## src/rtl/isa_sequencer.sv

```systemverilog
// rtl/isa_sequencer.sv - program sequencer issuing commands to a compute core
module isa_sequencer #(
    parameter int CMD_W      = 64,
    parameter int ADDR_W     = 5,
    parameter int SETTLE_CYC = 2,
    parameter int TIMEOUT    = 0
) (
    input  logic              clk,
    input  logic              rst,
    input  logic              start,
    input  logic              abort,
    input  logic              pause,
    input  logic              prog_we,
    input  logic [ADDR_W-1:0] prog_addr,
    input  logic [CMD_W+1:0]  prog_din,
    input  logic              done_ins,
    output logic [CMD_W-1:0]  cmd_out,
    output logic              cmd_valid,
    output logic              busy,
    output logic              done_all,
    output logic              error,
    output logic [1:0]        err_code,
    output logic [ADDR_W-1:0] pc,
    output logic [31:0]       cycle_count
);
    localparam int IW = CMD_W + 2;
    localparam logic [1:0] OP_EXEC  = 2'b00;
    localparam logic [1:0] OP_ISSUE = 2'b01;
    localparam logic [1:0] OP_LOOP  = 2'b10;
    localparam logic [ADDR_W-1:0] PC_MAX = '1;
    localparam logic [15:0] SETTLE_LAST = 16'(SETTLE_CYC - 1);
    localparam logic [31:0] WD_LAST = 32'(TIMEOUT - 1);

    typedef enum logic [3:0] {
        S_IDLE, S_FETCH, S_DECODE, S_ISSUE, S_SETTLE, S_WAIT, S_NEXT, S_DONE, S_ERROR
    } state_t;

    state_t state, state_n;
    logic [IW-1:0] mem [2**ADDR_W];
    logic [IW-1:0] ins_q;
    logic [1:0] op;
    logic [CMD_W-1:0] payload;
    logic [ADDR_W-1:0] loop_tgt;
    logic [15:0] loop_cnt, loop_rem;
    logic loop_active, jump_pend, sticky, wd_expired;
    logic [15:0] settle_cnt;
    logic [31:0] wd_cnt;

    assign op       = ins_q[IW-1 -: 2];
    assign payload  = ins_q[CMD_W-1:0];
    assign loop_tgt = payload[ADDR_W-1:0];
    assign loop_cnt = payload[ADDR_W+15:ADDR_W];

    assign busy     = !(state inside {S_IDLE, S_DONE, S_ERROR});
    assign done_all = (state == S_DONE);
    assign error    = (state == S_ERROR);

    // ins_q stays stable for the whole instruction because writes are blocked while busy
    always_ff @(posedge clk) begin
        if (prog_we && !busy) mem[prog_addr] <= prog_din;
        ins_q <= mem[pc];
    end

    assign wd_expired = (TIMEOUT != 0) && (wd_cnt == WD_LAST) && !done_ins && !sticky;

    always_comb begin
        state_n = state;
        case (state)
            S_IDLE, S_DONE: if (start) state_n = S_FETCH;
            S_FETCH:        state_n = S_DECODE;
            S_DECODE: begin
                if (op == OP_EXEC || op == OP_ISSUE) state_n = S_ISSUE;
                else if (op == OP_LOOP)              state_n = S_NEXT;
                else                                 state_n = S_DONE;
            end
            S_ISSUE: begin
                if (op == OP_ISSUE)       state_n = S_NEXT;
                else if (SETTLE_CYC == 0) state_n = S_WAIT;
                else                      state_n = S_SETTLE;
            end
            S_SETTLE: begin
                if (wd_expired)                      state_n = S_ERROR;
                else if (settle_cnt == SETTLE_LAST)  state_n = S_WAIT;
            end
            S_WAIT: begin
                if (done_ins || sticky) state_n = S_NEXT;
                else if (wd_expired)    state_n = S_ERROR;
            end
            S_NEXT: begin
                if (!pause) state_n = (jump_pend || pc != PC_MAX) ? S_FETCH : S_ERROR;
            end
            default: state_n = state;
        endcase
        if (abort) state_n = S_IDLE;
    end

    always_ff @(posedge clk or negedge rst) begin
        if (!rst) begin
            state       <= S_IDLE;
            pc          <= '0;
            cmd_out     <= '0;
            cmd_valid   <= 1'b0;
            err_code    <= 2'b00;
            cycle_count <= '0;
            loop_active <= 1'b0;
            loop_rem    <= '0;
            jump_pend   <= 1'b0;
            sticky      <= 1'b0;
            settle_cnt  <= '0;
            wd_cnt      <= '0;
        end else begin
            state     <= state_n;
            cmd_valid <= (state == S_ISSUE) && !abort;
            if (abort) begin
                loop_active <= 1'b0;
                loop_rem    <= '0;
                jump_pend   <= 1'b0;
                sticky      <= 1'b0;
                err_code    <= 2'b00;
            end else begin
                if (busy && cycle_count != 32'hFFFF_FFFF) cycle_count <= cycle_count + 32'd1;
                case (state)
                    S_IDLE, S_DONE: if (start) begin
                        pc          <= '0;
                        cycle_count <= '0;
                    end
                    S_DECODE: begin
                        jump_pend <= 1'b0;
                        if (op == OP_EXEC || op == OP_ISSUE) cmd_out <= payload;
                        if (op == OP_LOOP) begin
                            if (!loop_active) begin
                                if (loop_cnt != 16'd0) begin
                                    loop_active <= 1'b1;
                                    loop_rem    <= loop_cnt - 16'd1;
                                    jump_pend   <= 1'b1;
                                end
                            end else if (loop_rem != 16'd0) begin
                                loop_rem  <= loop_rem - 16'd1;
                                jump_pend <= 1'b1;
                            end else begin
                                loop_active <= 1'b0;
                            end
                        end
                    end
                    S_ISSUE: begin
                        wd_cnt     <= '0;
                        settle_cnt <= '0;
                        if (done_ins && op == OP_EXEC) sticky <= 1'b1;
                    end
                    S_SETTLE: begin
                        wd_cnt     <= wd_cnt + 32'd1;
                        settle_cnt <= settle_cnt + 16'd1;
                        if (done_ins) sticky <= 1'b1;
                        if (state_n == S_ERROR) err_code <= 2'b01;
                    end
                    S_WAIT: begin
                        wd_cnt <= wd_cnt + 32'd1;
                        if (state_n != S_WAIT) sticky <= 1'b0;
                        if (state_n == S_ERROR) err_code <= 2'b01;
                    end
                    S_NEXT: if (!pause) begin
                        if (jump_pend) begin
                            pc        <= loop_tgt;
                            jump_pend <= 1'b0;
                        end else if (pc != PC_MAX) begin
                            pc <= pc + 1'b1;
                        end else begin
                            err_code <= 2'b10;
                        end
                    end
                    default: ;
                endcase
            end
        end
    end
endmodule
```

## config.mk

```make
export PLATFORM = sky130hd
export DESIGN_NAME = isa_sequencer
export DESIGN_NICKNAME = d
export VERILOG_FILES = /design/src/rtl/isa_sequencer.sv
export SDC_FILE = /design/constraint.sdc
export NUM_CORES = 2
export LEC_CHECK = 0
export CORE_UTILIZATION = 60
export CTS_CLUSTER_SIZE = 12
export DETAILED_ROUTE_END_ITERATION = 8
export PLACE_DENSITY = 0.77
export SLEW_MARGIN = 40
export SYNTH_ARGS = -nofsm -noshare
export SYNTH_HDL_FRONTEND = slang
export SYNTH_SLANG_ARGS = --single-unit
```

## constraint.sdc

```tcl
create_clock -name clk -period 10.2 [get_ports clk]
set_input_delay 1.53 -clock clk [delete_from_list [all_inputs] [get_ports clk]]
set_output_delay 1.53 -clock clk [all_outputs]
set_load 0.01 [all_outputs]
```

==> results.md <==
* Yosys reg bits at 2321
* P_sw at ~4.2 mW
* VDD IR max at ~0.18 mV
* Int Power at approximately 15 mW
* Post-Synth Adder-Cell Area at less than 1%
* Net Sw Frac at a little over a fifth
* First-pass GRT wire length at ~310000 um
* Post-Syn Nets at roughly 4000
* Endpoints failing setup at 0
* Fin crit share at a little over two fifths
* Multiplexer share of the synthesized area at a little under a fifth
* Worst Path Arrival at ~5100 ps
* Fin area at ~0.1 mm2
* Slew Limit Fails at 0
* Initial core utilization at approximately three fifths
* Placed Instances at approximately 6000
* DR vias/cell at 6.806
* Hold buffer count at cts at 0
* # nets final at ~4200
* Post-Layout Cell Count at approximately 6300
* Clock share of power at 39.2%
* Share of the synthesized area in the top cell type at a little over 70%
* Post-CTS sizing at 0
* Post-synth top cells: 2112 x edfxtp_1, 660 x mux4_2, 143 x dfrtp_1, 133 x mux2_2, 121 x clkbuf_1
* Synth Cell Area at slightly below 0.09 mm2
* Die Y at 386.1 um
* Row count at 140
* Crit path launch type: register
* Initial DRC count at 5233
* Largest cells by area after synthesis: edfxtp_1 72%, mux4_2 17%, dfrtp_1 4.0%
* Mean post-synth cell area at ~23 um2
* Pleak at around 30 nW
* I/O Buffers at 184
* Power Dens Cells at slightly below 200 mW/mm2
* Total Wirelength at approximately 220000 um
* Most used flip-flop cell after synthesis: edfxtp_1
* Vias after detailed routing at approximately 43000
* Worst EP required at between 10000 and 15000 ps
* Status: finished clean
* CP max FO at between 80 and 90
* Largest family of logic cells by synthesized area: multiplexers
* Fin Clk Skew at 65.29 ps
* Initial antenna violation count at 26
* Multi-input gate area in the final layout at around 0.020 mm2
* Inserted Clock Buffers at between 200 and 250
* Wire per inst at ~35 um
* Final core occ at between 60% and 70%
* Worst-margin pin slew at 893.8 ps
* Fmax at around 230 MHz
* Compound-Gate Fraction of Synth Area at 0.7746%
* CTS H-Tree Depth at 4
* Worst Hold Class: reg -> reg
* DIE AREA at 0.1491 mm2
* Synth cell types at 75
* Clk root buf: clkbuf_16
* Vias in the first global route at about 44000
* IO Count at 185
* CTS tree: done
* DP HPWL at 113900 um
* Post-Synth Simple-Gate Area at under 10%
* Placer Congestion at between 0.8 and 0.9
* CP Cell Sequence: buf_12 > buf_16 > buf_16 > buf_12 > buf_16 > mux4_2 > mux4_2 > mux2_2
* Unrepaired setup endpoints after global routing: no
* Hold WS at between 400 and 500 ps
* Post-synth EDFFs at 2112
* Yosys warns at 0
* Core Area at ~0.15 mm2
* CTS Buffer Depth at 3
* Worst skew pair latency at about 860 ps
* FILL cells at 8243
* Reg power frac at between 50 and 60%
* GRT Util Overall at between 20% and 30%
* Share of flip-flops with an asynchronous set or reset at 6.161%
* Synth-to-layout area growth at 13.14%
* 1st-pass router iterations at 5
* Total negative slack at 0 ps
* CP Class: reg -> reg
* Register area share after synthesis at 77.18%
* Setup Buffers After CTS at 0
* CP max stage delay at ~960 ps
* Largest net degree at the start of global routing at 84
* Chip Width at between 300 and 400 um
* Critical path's slowest cell: dfrtp_4
* Rel. slew slack at 40.42%
* GR Overflow Total at 0
* Synth area leader: edfxtp_1
* Post-Syn Instances at about 3800
* Sequential Area at 0.06834 mm2
* Drt drc at 0
* Dpl cell area at 0.09344 mm2
* Clk pin slew, worst setup/hold paths at 60 ps
* Layout cells sized above 1 at between 20 and 30%
* Comb power frac at between 6 and 7%
* Routed Antenna Nets at 0
* Count leader, synth: edfxtp_1
* CTS sink cnt at approximately 2300
* Crit end category: register
* Max-cap viol count at 0
* Fin. Hold Viols at 0
* Crit path top cell by count: buf_16
* Tmin final at 4429 ps
* XOR/XNOR Fraction of Synth Area at less than 1%
==> area by class of cell <==
| cell class | instances | share of cell area [%] |
|---|---|---|
| flip-flops and latches | 2321 | 68.23 |
| inverters | 15 | 0.05622 |
| clock inverters | 38 | 0.4672 |
| diodes | 8 | 0.01999 |
| repair buffers | 301 | 3.133 |
| well taps | 1917 | 2.395 |
| multi-input cells | 1299 | 19.57 |
| clock buffers | 355 | 6.126 |
==> sequential cells by signal (all words and copies together), names as in the netlist <==
name,cells
cmd_out,64
cmd_valid,1
cycle_count,32
err_code,2
ins_q,66
jump_pend,1
loop_active,1
loop_rem,16
mem,2112
pc,5
settle_cnt,16
state,4
sticky,1
==> logic make-up after synthesis <==
logic type | count (synthesis)
multiplexers | 810
XOR/XNOR | 34
AND/OR/NAND/NOR | 341
AO/OA/AOI/OAI | 108
flip-flops | 2321
adder cells (fa/ha/maj) | 6
buffers and inverters | 208
==> power groups by stage <==
stage	combinational (mW)	sequential (mW)	clock (mW)
2_1_floorplan	0.505	11.0	0
3_3_place_gp	1.15	10.9	0
3_5_place_dp	1.18	10.9	0
4_1_cts	1.20	10.7	7.76
5_1_grt	1.27	10.8	8.10
6_report	1.20	10.7	7.69
==> worst max-delay path: cells and delay by family (launching register included) <==
family / cells / cell delay [ps]
flops: 1 / 960
buf+inv: 5 / 1850
mux: 3 / 1300
==> per-stage QoR <==
stage          total power [mW]  setup WS [ps]
2_1_floorplan             11.48           4940
3_3_place_gp              12.08           4639
3_5_place_dp              12.12           4854
6_report                  19.63           5771
5_1_grt                   20.14           5654
4_1_cts                   19.71           5244
==> cell usage in the layout, fill, tap and decap left out, types with 6 or more instances in the layout <==
cell	n
nor2_1	68
buf_4	52
ha_1	6
o21ai_0	22
dfxtp_1	66
a21oi_1	41
dfrtp_1	138
nor2_4	32
clkinv_2	8
and4_1	6
and3_1	8
nand3_1	21
clkbuf_1	126
nor2b_1	11
mux4_2	660
mux2i_1	17
inv_1	14
xnor2_1	23
clkbuf_16	224
nand2_1	80
edfxtp_1	2112
mux2_2	133
nor3_1	27
clkdlybuf4s50_1	129
clkbuf_8	6
buf_2	54
nand4_1	12
diode_2	8
clkinv_1	12
o211ai_1	6
nor4_1	17
buf_6	24
or3_1	11
buf_16	20
xor2_1	11
buf_8	16
==> per-layer routing <==
layer | global-route usage (%) | vias to the layer above | share of wire (%)
li1 | - | 16828 | -
met4 | 10.49 | 26 | 3.3
met5 | 0 | - | 0.13
met1 | 39.47 | 22362 | 35
met3 | 8.694 | 460 | 12
met2 | 47.97 | 2889 | 50
==> final timing paths <==
path,end,from,cells after the start,slack [ps]
min reg2reg,cmd_out[57],ins_q[57],1,460
max in group asynchronous,cmd_out[40],rst,3,8270
max,ins_q[57],pc[1],8,5770
min,cmd_out[57],ins_q[57],1,460
min in group asynchronous,cmd_out[20],rst,1,580
max reg2reg,ins_q[57],pc[1],8,5770
Note: power is estimated with default switching activity, not from simulation.
